## src/rtl/fetch_coalescer_pkg.sv

```systemverilog
// Shared types and helpers for the instruction-fetch coalescer.
package fetch_pkg;

  typedef enum logic [1:0] {
    IDLE,
    ISSUE,
    RESPOND,
    RELEASE
  } state_e;

  localparam int CNT_BITS = 16;

  function automatic logic [CNT_BITS-1:0] sat_inc(input logic [CNT_BITS-1:0] v);
    return (v == '1) ? v : v + CNT_BITS'(1);
  endfunction

endpackage

```

## src/rtl/fetch_coalescer_rr_pick.sv

```systemverilog
// Combinational round-robin picker: first set request at or after ptr, wrapping.
module rr_pick #(
  parameter int N  = 2,
  parameter int PW = (N > 1) ? $clog2(N) : 1
) (
  input  logic [N-1:0]  req,
  input  logic [PW-1:0] ptr,
  output logic [N-1:0]  grant,
  output logic [PW-1:0] grant_idx,
  output logic          any_valid
);

  int unsigned idx;
  logic [PW-1:0] sel;

  always_comb begin
    grant     = '0;
    grant_idx = '0;
    any_valid = 1'b0;
    idx       = 0;
    sel       = '0;
    for (int unsigned off = 0; off < N; off++) begin
      idx = (32'(ptr) + off) % N;
      sel = PW'(idx);
      if (!any_valid && req[sel]) begin
        any_valid  = 1'b1;
        grant[sel] = 1'b1;
        grant_idx  = sel;
      end
    end
  end

endmodule

```

## src/rtl/fetch_coalescer.sv

```systemverilog
// Merges per-core instruction fetches onto one program-memory read port,
// coalescing same-PC requests and serving repeats from a one-entry line buffer.
module fetch_coalescer
  import fetch_pkg::*;
#(
  parameter int NUM_CONSUMERS = 2,
  parameter int ADDR_BITS     = 8,
  parameter int DATA_BITS     = 16
) (
  input  logic                     clk,
  input  logic                     reset,
  input  logic                     flush,
  input  logic [NUM_CONSUMERS-1:0] consumer_read_valid,
  input  logic [ADDR_BITS-1:0]     consumer_read_address [NUM_CONSUMERS],
  output logic [NUM_CONSUMERS-1:0] consumer_read_ready,
  output logic [DATA_BITS-1:0]     consumer_read_data [NUM_CONSUMERS],
  output logic                     mem_read_valid,
  output logic [ADDR_BITS-1:0]     mem_read_address,
  input  logic                     mem_read_ready,
  input  logic [DATA_BITS-1:0]     mem_read_data,
  output logic [15:0]              hit_count,
  output logic [15:0]              miss_count
);

  localparam int PW = (NUM_CONSUMERS > 1) ? $clog2(NUM_CONSUMERS) : 1;

  state_e                   state_q, state_d;
  logic                     mem_valid_q, mem_valid_d;
  logic [ADDR_BITS-1:0]     req_addr_q, req_addr_d;
  logic [NUM_CONSUMERS-1:0] serve_mask_q, serve_mask_d;
  logic [NUM_CONSUMERS-1:0] ready_q, ready_d;
  logic [DATA_BITS-1:0]     rdata_q [NUM_CONSUMERS];
  logic [DATA_BITS-1:0]     rdata_d [NUM_CONSUMERS];
  logic                     buf_valid_q, buf_valid_d;
  logic [ADDR_BITS-1:0]     buf_addr_q, buf_addr_d;
  logic [DATA_BITS-1:0]     buf_data_q, buf_data_d;
  logic [PW-1:0]            rr_ptr_q, rr_ptr_d;
  logic [CNT_BITS-1:0]      hit_q, hit_d, miss_q, miss_d;

  logic [NUM_CONSUMERS-1:0] hit_mask, fill_mask, pick_req, grant;
  logic [PW-1:0]            grant_idx;
  logic                     any_valid, buf_hit;
  logic [ADDR_BITS-1:0]     grant_addr;

  always_comb begin
    hit_mask   = '0;
    fill_mask  = '0;
    grant_addr = '0;
    for (int unsigned i = 0; i < NUM_CONSUMERS; i++) begin
      hit_mask[i]  = consumer_read_valid[i] && (consumer_read_address[i] == buf_addr_q);
      fill_mask[i] = consumer_read_valid[i] && (consumer_read_address[i] == req_addr_q);
      if (grant[i]) grant_addr = consumer_read_address[i];
    end
  end

  assign buf_hit = buf_valid_q && !flush && (hit_mask != '0);

  // One picker serves both uses: granting a miss in IDLE and, in RESPOND,
  // finding the first served index so rr_ptr can advance past it.
  assign pick_req = (state_q == RESPOND) ? serve_mask_q : consumer_read_valid;

  rr_pick #(.N(NUM_CONSUMERS), .PW(PW)) u_pick (
    .req       (pick_req),
    .ptr       (rr_ptr_q),
    .grant     (grant),
    .grant_idx (grant_idx),
    .any_valid (any_valid)
  );

  always_ff @(posedge clk) begin
    if (reset) state_q <= IDLE;
    else       state_q <= state_d;
  end

  always_comb begin
    state_d = state_q;
    unique case (state_q)
      IDLE:    if (buf_hit) state_d = RESPOND;
               else if (any_valid) state_d = ISSUE;
      ISSUE:   if (mem_read_ready) state_d = RESPOND;
      RESPOND: state_d = RELEASE;
      RELEASE: if ((consumer_read_valid & serve_mask_q) == '0) state_d = IDLE;
      default: state_d = IDLE;
    endcase
  end

  always_comb begin
    mem_valid_d  = mem_valid_q;
    req_addr_d   = req_addr_q;
    serve_mask_d = serve_mask_q;
    ready_d      = '0;
    rdata_d      = rdata_q;
    buf_valid_d  = buf_valid_q && !flush;
    buf_addr_d   = buf_addr_q;
    buf_data_d   = buf_data_q;
    rr_ptr_d     = rr_ptr_q;
    hit_d        = hit_q;
    miss_d       = miss_q;
    unique case (state_q)
      IDLE: begin
        if (buf_hit) begin
          serve_mask_d = hit_mask;
          ready_d      = hit_mask;
          for (int unsigned i = 0; i < NUM_CONSUMERS; i++)
            if (hit_mask[i]) rdata_d[i] = buf_data_q;
          hit_d = sat_inc(hit_q);
        end else if (any_valid) begin
          req_addr_d  = grant_addr;
          mem_valid_d = 1'b1;
        end
      end
      ISSUE: begin
        if (mem_read_ready) begin
          serve_mask_d = fill_mask;
          ready_d      = fill_mask;
          for (int unsigned i = 0; i < NUM_CONSUMERS; i++)
            if (fill_mask[i]) rdata_d[i] = mem_read_data;
          buf_valid_d = !flush;
          buf_addr_d  = req_addr_q;
          buf_data_d  = mem_read_data;
          mem_valid_d = 1'b0;
          miss_d      = sat_inc(miss_q);
        end
      end
      RESPOND: begin
        if (any_valid)
          rr_ptr_d = (grant_idx == PW'(NUM_CONSUMERS - 1)) ? '0 : grant_idx + PW'(1);
      end
      default: ;
    endcase
  end

  always_ff @(posedge clk) begin
    if (reset) begin
      mem_valid_q  <= 1'b0;
      req_addr_q   <= '0;
      serve_mask_q <= '0;
      ready_q      <= '0;
      for (int unsigned i = 0; i < NUM_CONSUMERS; i++) rdata_q[i] <= '0;
      buf_valid_q  <= 1'b0;
      buf_addr_q   <= '0;
      buf_data_q   <= '0;
      rr_ptr_q     <= '0;
      hit_q        <= '0;
      miss_q       <= '0;
    end else begin
      mem_valid_q  <= mem_valid_d;
      req_addr_q   <= req_addr_d;
      serve_mask_q <= serve_mask_d;
      ready_q      <= ready_d;
      rdata_q      <= rdata_d;
      buf_valid_q  <= buf_valid_d;
      buf_addr_q   <= buf_addr_d;
      buf_data_q   <= buf_data_d;
      rr_ptr_q     <= rr_ptr_d;
      hit_q        <= hit_d;
      miss_q       <= miss_d;
    end
  end

  assign consumer_read_ready = ready_q;
  assign consumer_read_data  = rdata_q;
  assign mem_read_valid      = mem_valid_q;
  assign mem_read_address    = req_addr_q;
  assign hit_count           = hit_q;
  assign miss_count          = miss_q;

endmodule

```

## config.mk

```make
export PLATFORM = sky130hd
export DESIGN_NAME = fetch_coalescer
export DESIGN_NICKNAME = d
export VERILOG_FILES = /design/src/rtl/fetch_coalescer_pkg.sv /design/src/rtl/fetch_coalescer_rr_pick.sv /design/src/rtl/fetch_coalescer.sv
export SDC_FILE = /design/constraint.sdc
export NUM_CORES = 1
export LEC_CHECK = 0
export BUFFER_PORTS_ARGS = -buffer_cell sky130_fd_sc_hd__buf_2
export CAP_MARGIN = 0
export CORE_MARGIN = 4
export CORE_UTILIZATION = 30
export DETAILED_ROUTE_END_ITERATION = 10
export GPL_ROUTABILITY_DRIVEN = 0
export GPL_TIMING_DRIVEN = 1
export PLACE_DENSITY = 0.58
export REMOVE_ABC_BUFFERS = 1
export SLEW_MARGIN = 20
export SYNTH_ARGS = -nofsm -noshare
export SYNTH_HDL_FRONTEND = slang
export SYNTH_SLANG_ARGS = --single-unit
```

## constraint.sdc

```tcl
create_clock -name clk -period 2.45 [get_ports clk]
set_input_delay 0.1225 -clock clk [delete_from_list [all_inputs] [get_ports clk]]
set_output_delay 0.1225 -clock clk [all_outputs]
set_load 0.05 [all_outputs]
```

==> flow_summary.toml, run 1 <==
[synthesis]
synth-async-reset-ratio = 0
netlist_area_um2 = 4830
synth.avg_cell_area_um2 = 8.60
yosysTopAreaCell = "sky130_fd_sc_hd__dfxtp_1"
synthAdderAreaFrac = 0.0155
post_synth_main_area_contributors = "sky130_fd_sc_hd__dfxtp_1 (43%), sky130_fd_sc_hd__a211oi_1 (6.4%), sky130_fd_sc_hd__xor2_1 (5.3%), sky130_fd_sc_hd__nor2_1 (5.1%), sky130_fd_sc_hd__nand2_1 (4.7%)"
netlist.area_leader.share = 0.435
postSynthRegisterBits = 105
post_synth_mux_area_share = 0.0437
synth_simple_gate_area_share = 0.205
number_of_flops_mapped_to_enable_cells_by_yosys = 0
synth-seq-area-share = 0.435
synth_cell_type_count = 43
yosys_most_used_dff = "sky130_fd_sc_hd__dfxtp_1"
ys_warn_count = 0
netlist_instances = 562
synth-xor-area-share = 0.0888
synth_compound_gate_area_share = 0.172
largest_family_of_logic_cells_by_synthesized_area = "simple AND/OR/NAND/NOR gates"

[cts]
insertion_delay_ns = 0.34
tritoncts = "done"
cts_root_buffer = "sky130_fd_sc_hd__clkbuf_16"
number_of_levels_in_the_clock_h_tree = 3
cts_buffers = 9
clock_sink_count = 105
cts.path.max_buffers = 2
register_clock_pin_slew_on_the_reported_worst_setup_and_hold_paths_ns = 0.07

[route]
wirelength_um = 12800
vias = 4407
detail-route-antenna-nets = 0
firstDrtPassIters = 4
drc_errors = 0
route.detailed.wl_per_inst_um = 14.3
viasPerCell = 4.92
first_iter_violations = 206

[layout]
ratio_of_cells_with_drive_above_1_in_the_final_layout = 0.234
area_growth_syn_to_layout_pct = 25.5
finalNetCount = 719
finalInstanceArea_um2 = 6070
final_util = 0.383
antenna-diode-count = 0

[global_routing]
grt_use_met2 = 0.238
grt_remaining_overflow = 0
grt_start_max_net_pins = 68
grt_first_pass_wirelength_um = 21300
grt.total_usage = 0.143
met1_usage = 0.186
grtUsageMet3 = 0.0335
gr-max-usage-layer = "met2"
grt_antenna_before_repair = 0
first_global_vias = 4323

[power]
p_comb_frac = 0.449
power.switching_mw = 3.01
power.static_leakage_nw = 2.43
cellPowerDensity_nw_per_um2 = 1120
cellInternalPower_mw = 3.76
p_seq_frac = 0.347
p_total_mw = 6.77
power.share.switching = 0.444
share_of_power_burned_in_the_clock_network = 0.204
ir_worst_vdd_mv = 0.581

[worst_setup_path]
max_fo_critical_path = 15
worstSetupStartpointType = "flop"
critPathCaptureType = "flop"
crit_arrival_ns = 2.60
criticalPathCategory = "flop to flop"
worst-endpoint-required_ns = 2.71

[sta]
slew_violations = 0
final_min_period_over_clock_period = 0.952
maxClockFrequency_mhz = 429
setup_viol = 0
clock_skew_ns = 0.00766
grt_setup_unrepaired = "no"
post-route-min-period_ns = 2.33
finalHoldViolations = 0
worst-slew-pin-transition_ns = 0.504
slew_headroom = 0.661

[placement]
buffer_ports.inserted = 112
dp.final_hpwl_um = 9300
placed_cell_area_um2 = 5730

[floorplan]
start_util = 0.305
die_h_um = 135
design.portCount = 113
rows = 46
die_width_um = 135
coreArea_um2 = 15800
dieArea_um2 = 18200

[run]
max_cap_violations = 0

[outcome]
outcome = "completed"

[min_path]
hold_class = "input pin to flop"
[worst paths after layout]
| path | from | end | slack (ns) | cells past startpoint |
|---|---|---|---|---|
| setup / recovery | buf_addr_q[3]$_SDFFE_PP0P_ | hit_count[8]$_SDFFE_PP0P_ | 0.12 | 7 |
| hold / removal | mem_read_data[14] | buf_data_q[14]$_SDFFE_PP0P_ | 0.03 | 3 |
| setup reg to reg | buf_addr_q[3]$_SDFFE_PP0P_ | hit_count[8]$_SDFFE_PP0P_ | 0.12 | 7 |
| hold reg to reg | buf_data_q[2]$_SDFFE_PP0P_ | buf_data_q[2]$_SDFFE_PP0P_ | 0.45 | 2 |
[per-layer routing]
metal	wire, um	share of wire	up-vias
met5	0	0	-
met3	673	0.052	11
met1	5780	0.45	2075
met2	6220	0.48	108
met4	160	0.012	0
li1	-	-	2213
[sequential cells by signal (all words and copies together) (netlist names), 2 cells and up, named ones only]
name	flops
state_q	2
buf_addr_q	8
consumer_read_data	32
buf_data_q	16
serve_mask_q	2
consumer_read_ready	2
mem_read_address	8
hit_count	16
miss_count	16
[critical path, cell delays in order (launching register included)]
cell,delay [ns]
sky130_fd_sc_hd__dfxtp_1,0.33
sky130_fd_sc_hd__xor2_1,0.17
sky130_fd_sc_hd__or4b_4,0.55
sky130_fd_sc_hd__nor4b_4,0.34
sky130_fd_sc_hd__o211ai_4,0.16
sky130_fd_sc_hd__buf_6,0.17
sky130_fd_sc_hd__or3_1,0.35
sky130_fd_sc_hd__a21oi_1,0.18
[cell families after synthesis]
group | count (synthesis)
AO/OA/AOI/OAI | 125
multiplexers | 21
flip-flops | 105
AND/OR/NAND/NOR | 206
XOR/XNOR | 49
buffers and inverters | 50
adder cells (fa/ha/maj) | 6
[stage by stage]
step                      cells  hold slack [ns]  setup TNS (ns)  setup WS, ns
after floorplan             530            0.192          -55.80         -1.54
after global placement      876            0.326               0        0.0497
after detailed placement    876            0.329         -0.0193       -0.0193
after CTS                   894          0.00785               0       0.00298
after global routing        896           0.0156               0        0.0158
final                       896           0.0286               0         0.116
[Yosys cell counts, drive strengths merged (3+ instances only)]
library cell / count
nor4: 6
nand2: 60
clkbuf: 30
a211oi: 41
inv: 18
xor2: 29
or3: 11
nand4: 13
and3: 7
nor3: 4
and2: 3
nand3: 19
nor2: 66
xnor2: 20
dfxtp: 105
and4: 4
ha: 6
nor2b: 3
or4: 3
o21ai: 15
a22o: 3
a221oi: 8
o31ai: 6
mux2i: 20
a21oi: 41
[cell usage in the layout (no fill, tap or decap), types with 18 or more instances in the layout]
cell                         n
sky130_fd_sc_hd__a21oi_1    41
sky130_fd_sc_hd__nand2_1    60
sky130_fd_sc_hd__xnor2_1    20
sky130_fd_sc_hd__a211oi_1   41
sky130_fd_sc_hd__nor2_1     66
sky130_fd_sc_hd__mux2i_1    20
sky130_fd_sc_hd__dfxtp_1   105
sky130_fd_sc_hd__inv_1      18
sky130_fd_sc_hd__xor2_1     29
sky130_fd_sc_hd__nand3_1    19
sky130_fd_sc_hd__buf_2     111
sky130_fd_sc_hd__buf_4      18
[cell type report]
cell class,instances,area [um2]
clock inverter,4,26.3
sequential,105,2100
timing repair buffer,134,772
tap,216,270
inverter,18,67.6
clock buffer,12,256
fill,1646,9760
multi-input combinational,407,2570
[power groups by stage]
stage / clock network, mW / logic (mW) / registers (mW)
global route: 1.51 / 3.30 / 2.40
floorplan: 0 / 1.21 / 3.36
CTS: 1.44 / 3.08 / 2.36
finish: 1.38 / 3.04 / 2.35
global placement: 0 / 3.04 / 2.37
detailed placement: 0 / 3.07 / 2.39
[timing repair]
action	CTS	global route
setup buffers	1	2
hold buffers	1	0
resized for setup	0	5
pin swaps	1	2
endpoints found under the setup margin	3	10
cloned	0	0
endpoints found under the hold margin	1	0
Power figures use the tool's default switching activity.
==> run 2, diff against run 1 <==
--- a/config.mk
+++ b/config.mk
@@ -5,14 +5,15 @@
 export SDC_FILE = /design/constraint.sdc
 export NUM_CORES = 1
 export LEC_CHECK = 0
-export BUFFER_PORTS_ARGS = -buffer_cell sky130_fd_sc_hd__buf_2
 export CAP_MARGIN = 0
 export CORE_MARGIN = 4
 export CORE_UTILIZATION = 30
+export CTS_BUF_LIST = sky130_fd_sc_hd__clkbuf_4
 export DETAILED_ROUTE_END_ITERATION = 10
+export DONT_BUFFER_PORTS = 1
 export GPL_ROUTABILITY_DRIVEN = 0
 export GPL_TIMING_DRIVEN = 1
-export PLACE_DENSITY = 0.58
+export PLACE_DENSITY = 0.52
 export REMOVE_ABC_BUFFERS = 1
 export SLEW_MARGIN = 20
 export SYNTH_ARGS = -nofsm -noshare
==> run 2 against run 1 <==
  * Cell area fell by 1.2%
  * Sequential power is 36% higher
  * Hold slack better by 0.047 ns
  * Via count down 2.7%
  * Largest power group is now registers
  * Combinational power fell by 33%
  * Critical path depth is the same
  * Cell count is 4.0% lower
  * Critical path type unchanged
==> flow_summary.toml, run 2 (synthesis results as in run 1) <==
[power]
cellInternalPower_mw = 3.14
power.switching_mw = 2.92
p_seq_frac = 0.528
ir_worst_vdd_mv = 0.477
power.share.switching = 0.482
cellPowerDensity_nw_per_um2 = 1010
power.static_leakage_nw = 2.17
p_comb_frac = 0.334
share_of_power_burned_in_the_clock_network = 0.137

[global_routing]
grt.total_usage = 0.144
grt_antenna_before_repair = 1
grt_start_max_net_pins = 104
first_global_vias = 4236
grt_first_pass_wirelength_um = 21200
grt_remaining_overflow = 0

[sta]
grt_setup_unrepaired = "no"
finalHoldViolations = 0
maxClockFrequency_mhz = 428
slew_headroom = 0.626
slew_violations = 0
setup_viol = 0
clock_skew_ns = 0.0130
timing.hold.ws_ns = 0.0754
final_min_period_over_clock_period = 0.953
post-route-min-period_ns = 2.34
worst-slew-pin-transition_ns = 0.555

[layout]
multi_input_gate_area_in_the_final_layout_um2 = 2560
mostFrequentLayoutCell = "sky130_fd_sc_hd__dfxtp_1"
sequential_cell_area_um2 = 2100
largest_register_ff_count = 32
finalNetCount = 682
area_growth_syn_to_layout_pct = 24.0
ratio_of_cells_with_drive_above_1_in_the_final_layout = 0.129
layout.cells.most_common_list = "sky130_fd_sc_hd__dfxtp_1 (105), sky130_fd_sc_hd__nor2_1 (66), sky130_fd_sc_hd__nand2_1 (60), sky130_fd_sc_hd__buf_4 (56)"
fillers = 1608
finalNonFillerCells = 860

[worst_setup_path]
max_fo_critical_path = 16
critPathCaptureType = "flop"
worstSetupStartpointType = "flop"
worst-endpoint-required_ns = 2.86
crit_arrival_ns = 2.75
criticalPathCategory = "flop to flop"

[route]
detail-route-antenna-nets = 0
highest-signal-layer = "met4"
route.detailed.wl_per_inst_um = 15.0
wl_met3_um = 889
first_iter_violations = 186
viasPerCell = 4.98
met1_length_um = 5820
vias = 4287
drc_errors = 0
wirelength_um = 12900
wl_met2_um = 6010
firstDrtPassIters = 4

[floorplan]
coreArea_um2 = 15800
die_width_um = 135
die_h_um = 135
rows = 46
start_util = 0.305
dieArea_um2 = 18200
design.portCount = 113

[cts]
cts_root_buffer = "sky130_fd_sc_hd__clkbuf_4"
number_of_levels_in_the_clock_h_tree = 3
clock_sink_count = 105
tritoncts = "done"
cts_buffers = 9
insertion_delay_ns = 0.47
cts.path.max_buffers = 2
register_clock_pin_slew_on_the_reported_worst_setup_and_hold_paths_ns = 0.17

[run]
max_cap_violations = 0

[placement]
dp.final_hpwl_um = 9140
placed_cells = 804
buffer_ports.inserted = 0

[outcome]
outcome = "completed"

[min_path]
hold_class = "input pin to flop"
==> run 2: power groups by stage <==
stage / sequential (mW) / clock, mW / combinational, mW
2_1_floorplan: 3.36 / 0 / 1.21
3_3_place_gp: 3.24 / 0 / 1.93
3_5_place_dp: 3.26 / 0 / 1.97
4_1_cts: 3.21 / 0.880 / 2.06
5_1_grt: 3.25 / 0.934 / 2.28
6_report: 3.20 / 0.831 / 2.03
==> run 2: stage by stage <==
step / setup slack (ns) / utilization / instance area (um2) / setup TNS, ns / power (mW)
3_3_place_gp: 0.0454 / 0.344 / 5450 / 0 / 5.17
4_1_cts: 0.0104 / 0.378 / 5980 / 0 / 6.16
3_5_place_dp: -0.0119 / 0.344 / 5450 / -0.0144 / 5.23
6_report: 0.115 / 0.379 / 5990 / 0 / 6.06
2_1_floorplan: -1.54 / - / 4710 / -55.80 / 4.57
5_1_grt: 0.00105 / 0.379 / 5990 / 0 / 6.46
==> run 2: final cells by class <==
class / instances / share of cell area
Antenna cell: 1 / 0.000418
Inverter: 18 / 0.0113
Timing Repair Buffer: 97 / 0.145
Clock inverter: 7 / 0.00919
Tap cell: 216 / 0.0451
Multi-Input combinational cell: 407 / 0.427
Sequential cell: 105 / 0.351
Clock buffer: 9 / 0.0113
==> run 2: worst paths after layout <==
check,slack [ns],cells past startpoint,endpoint,startpoint
worst max-delay path,0.11,7,hit_count[8]$_SDFFE_PP0P_,buf_addr_q[3]$_SDFFE_PP0P_
worst min-delay path,0.08,4,buf_addr_q[1]$_SDFFE_PP0P_,mem_read_ready
worst max register to register,0.11,7,hit_count[8]$_SDFFE_PP0P_,buf_addr_q[3]$_SDFFE_PP0P_
worst min register to register,0.46,2,buf_data_q[15]$_SDFFE_PP0P_,buf_data_q[15]$_SDFFE_PP0P_
==> run 2: metal layers <==
metal  track usage  vias up
met5             0        -
met4        0.0470        0
met3        0.0428       13
met2         0.230      126
met1         0.186     2012
li1              -     2136
==> run 2: worst max-delay path: stages, from the launching register on <==
cell                       delay, ns
sky130_fd_sc_hd__dfxtp_1        0.37
sky130_fd_sc_hd__xor2_1         0.18
sky130_fd_sc_hd__or4b_4         0.55
sky130_fd_sc_hd__nor4b_4        0.35
sky130_fd_sc_hd__o211ai_4       0.16
sky130_fd_sc_hd__buf_6          0.18
sky130_fd_sc_hd__or3_1          0.34
sky130_fd_sc_hd__a21oi_1        0.15
==> run 2: timing repair <==
item | CTS | global route
pin swaps | 1 | 1
buffers inserted | 1 | 0
resized for setup | 0 | 2
hold buffers | 38 | 0
endpoints found under the hold margin | 105 | 0
setup endpoints to repair | 4 | 7
==> run 3, diff against run 2 <==
--- a/config.mk
+++ b/config.mk
@@ -18,4 +18,5 @@
 export SLEW_MARGIN = 20
 export SYNTH_ARGS = -nofsm -noshare
 export SYNTH_HDL_FRONTEND = slang
+export SYNTH_HIERARCHICAL = 1
 export SYNTH_SLANG_ARGS = --single-unit
==> run 3 against run 2 <==
  * Fmax rose by 1.9%
  * Wire length grew 6.0%
  * Critical path type unchanged
  * Combinational power fell by 14%
  * Largest cell class unchanged
==> flow_summary.toml, run 3 <==
[layout]
ratio_of_cells_with_drive_above_1_in_the_final_layout = 0.167
mostFrequentLayoutCell = "sky130_fd_sc_hd__dfxtp_1"
finalInstanceArea_um2 = 6260
layout.cells.most_common_list = "sky130_fd_sc_hd__dfxtp_1 (105), sky130_fd_sc_hd__nand2_1 (70), sky130_fd_sc_hd__nor2_1 (62), sky130_fd_sc_hd__buf_4 (61), sky130_fd_sc_hd__a21oi_1 (50)"
fillers = 1703
antenna-diode-count = 0
finalNonFillerCells = 886
final_util = 0.377
finalNetCount = 705
area_growth_syn_to_layout_pct = 23.7
largest_register_ff_count = 32

[synthesis]
yosysMostFrequentCell = "sky130_fd_sc_hd__dfxtp_1"
largest_family_of_logic_cells_by_synthesized_area = "simple AND/OR/NAND/NOR gates"
yosysTopAreaCell = "sky130_fd_sc_hd__dfxtp_1"
synth-async-reset-ratio = 0
number_of_flops_mapped_to_enable_cells_by_yosys = 0
synth_compound_gate_area_share = 0.137
netlist.area_leader.share = 0.415
ys_warn_count = 6
synth_simple_gate_area_share = 0.224
synth.avg_cell_area_um2 = 8.69
netlist_area_um2 = 5060
synthAdderAreaFrac = 0.0148
most_frequent_cells_after_synthesis = "sky130_fd_sc_hd__dfxtp_1 (105), sky130_fd_sc_hd__nand2_1 (70), sky130_fd_sc_hd__nor2_1 (62)"
post_synth_main_area_contributors = "sky130_fd_sc_hd__dfxtp_1 (42%), sky130_fd_sc_hd__mux2i_1 (5.5%), sky130_fd_sc_hd__xnor2_1 (5.4%), sky130_fd_sc_hd__nand2_1 (5.2%), sky130_fd_sc_hd__a21oi_1 (4.9%)"
postSynthRegisterBits = 105
netlist_instances = 582
post_synth_mux_area_share = 0.0865
yosys_most_used_dff = "sky130_fd_sc_hd__dfxtp_1"
synth_cell_type_count = 57
synth-xor-area-share = 0.0831
synth-seq-area-share = 0.415

[global_routing]
first_global_vias = 4398
grt.total_usage = 0.147
grt_first_pass_wirelength_um = 22000
grt_antenna_before_repair = 1
grt_remaining_overflow = 0
grt_start_max_net_pins = 110

[floorplan]
die_width_um = 138
rows = 47
coreArea_um2 = 16600
die_h_um = 138
start_util = 0.305
dieArea_um2 = 19000
design.portCount = 113

[sta]
grt_setup_unrepaired = "no"
timing.hold.ws_ns = 0.0804
setup_viol = 0
worst-slew-pin-transition_ns = 0.595
finalWorstSetupSlack_ns = 0.159
final_min_period_over_clock_period = 0.935
clock_skew_ns = 0.0154
finalHoldViolations = 0
post-route-min-period_ns = 2.29
maxClockFrequency_mhz = 437
slew_violations = 0
slew_headroom = 0.603
tns_ns = 0

[cts]
register_clock_pin_slew_on_the_reported_worst_setup_and_hold_paths_ns = 0.16
number_of_levels_in_the_clock_h_tree = 3
cts_buffers = 9
cts_root_buffer = "sky130_fd_sc_hd__clkbuf_4"
clock_sink_count = 105
cts.repair_timing.setup_buffer_count = 0
insertion_delay_ns = 0.47
tritoncts = "done"
cts.path.max_buffers = 2

[worst_setup_path]
criticalPathCategory = "flop to flop"
ordered_cell_list_for_the_critical_path = "inv_1 > ha_1 > and3b_1 > and4_1 > nand2_1 > or4_1 > or3_1 > a21oi_1"
worstReg2RegStart = "state_q[1]$_SDFFE_PP0P_"
crit_arrival_ns = 2.70
max_fo_critical_path = 4
r2r_slack_ns = 0.16
cpPeakStageDelay_ns = 0.49
worst_r2r_endpoint = "hit_count[13]$_SDFFE_PP0P_"
worst-endpoint-required_ns = 2.86
crit_buf_inv = 1
timing.critical_path.max_delay_family = "simple AND/OR/NAND/NOR gates"
timing.reg2reg.worst_path_depth = 8
critPathSlowestCell = "sky130_fd_sc_hd__or4_1"
critPathCaptureType = "flop"
worstSetupStartpointType = "flop"

[power]
cellPowerDensity_nw_per_um2 = 828
ir_worst_vdd_mv = 0.365
p_total_mw = 5.19
power.static_leakage_nw = 2.34

[placement]
placed_cell_area_um2 = 5680
buffer_ports.inserted = 0
placed_cells = 832
dp.final_hpwl_um = 9740
place_worst_setup_slack_ns = 0.0670

[route]
first_iter_violations = 121
firstDrtPassIters = 4
route.detailed.wl_per_inst_um = 15.4
wirelength_um = 13700
vias = 4412
detail-route-antenna-nets = 0
drc_errors = 0
viasPerCell = 4.98

[min_path]
hold_class = "input pin to flop"
holdCritStartpoint = "consumer_read_valid[1]"
hold-path-cell-count = 3
timing.hold.worst_endpoint = "rr_ptr_q$_SDFFE_PP0P_"

[run]
max_cap_violations = 0

[outcome]
outcome = "completed"
## run 3: cell count changes in the layout (fill, tap and decap cells not counted), moves of 9 or more
| cell | change |
|---|---|
| sky130_fd_sc_hd__a211oi_1 | -25 |
| sky130_fd_sc_hd__mux2_2 | +13 |
| sky130_fd_sc_hd__a21oi_1 | +9 |
| sky130_fd_sc_hd__xor2_1 | -12 |
| sky130_fd_sc_hd__o21ai_0 | -10 |
| sky130_fd_sc_hd__nand2_1 | +10 |
| sky130_fd_sc_hd__xnor2_1 | +11 |
## run 3: metal layers
| metal | routed length (um) | vias up | GRT usage |
|---|---|---|---|
| li1 | - | 2203 | - |
| met3 | 1050 | 15 | 0.0490 |
| met5 | 0 | - | 0 |
| met1 | 5840 | 2084 | 0.174 |
| met4 | 161 | 0 | 0.0477 |
| met2 | 6630 | 110 | 0.249 |
## run 3: how the worst max path moves through the flow
stage                                  startpoint                                   to  cells after the start
after floorplan           state_q[1]$_SDFFE_PP0P_  consumer_read_data[24]$_SDFFE_PP0P_                      7
after global placement    state_q[1]$_SDFFE_PP0P_  consumer_read_data[18]$_SDFFE_PP0P_                      9
after detailed placement  state_q[1]$_SDFFE_PP0P_  consumer_read_data[18]$_SDFFE_PP0P_                      9
after CTS                 state_q[1]$_SDFFE_PP0P_  consumer_read_data[18]$_SDFFE_PP0P_                      9
after global routing      state_q[1]$_SDFFE_PP0P_           hit_count[13]$_SDFFE_PP0P_                      8
final                     state_q[1]$_SDFFE_PP0P_           hit_count[13]$_SDFFE_PP0P_                      8
## run 3: worst min-delay path, stage by stage
cell,delay (ns)
sky130_fd_sc_hd__mux2_2,0.15
sky130_fd_sc_hd__a21boi_1,0.15
sky130_fd_sc_hd__a311oi_1,0.09
## run 3: report_power, final
group          switching [mW]  leakage [nW]  total (mW)  internal [mW]
registers               0.494         0.852        2.41           1.92
clock network           0.596        0.0870        1.03          0.430
logic                    1.00          1.40        1.75          0.749
## run 3: cell type report
class / count / area, um2 / share of cell area
well taps: 220 / 275 / 0.0440
inverters: 16 / 60.1 / 0.00959
clock buffers: 10 / 75.1 / 0.0120
flip-flops and latches: 105 / 2100 / 0.336
repair buffers: 100 / 876 / 0.140
multi-input cells: 429 / 2780 / 0.444
clock inverters: 6 / 90.1 / 0.0144
## run 3: timing repair
item | CTS | global route
gates resized for setup | 0 | 2
hold buffers | 38 | 0
setup endpoints to repair | 0 | 8
hold endpoints to repair | 105 | 0
## run 3: cells by family after synthesis
group	Yosys count
buf+inv	48
fa+ha+maj	6
mux	42
xor+xnor	48
simple gates	227
compound gates	106
flops	105
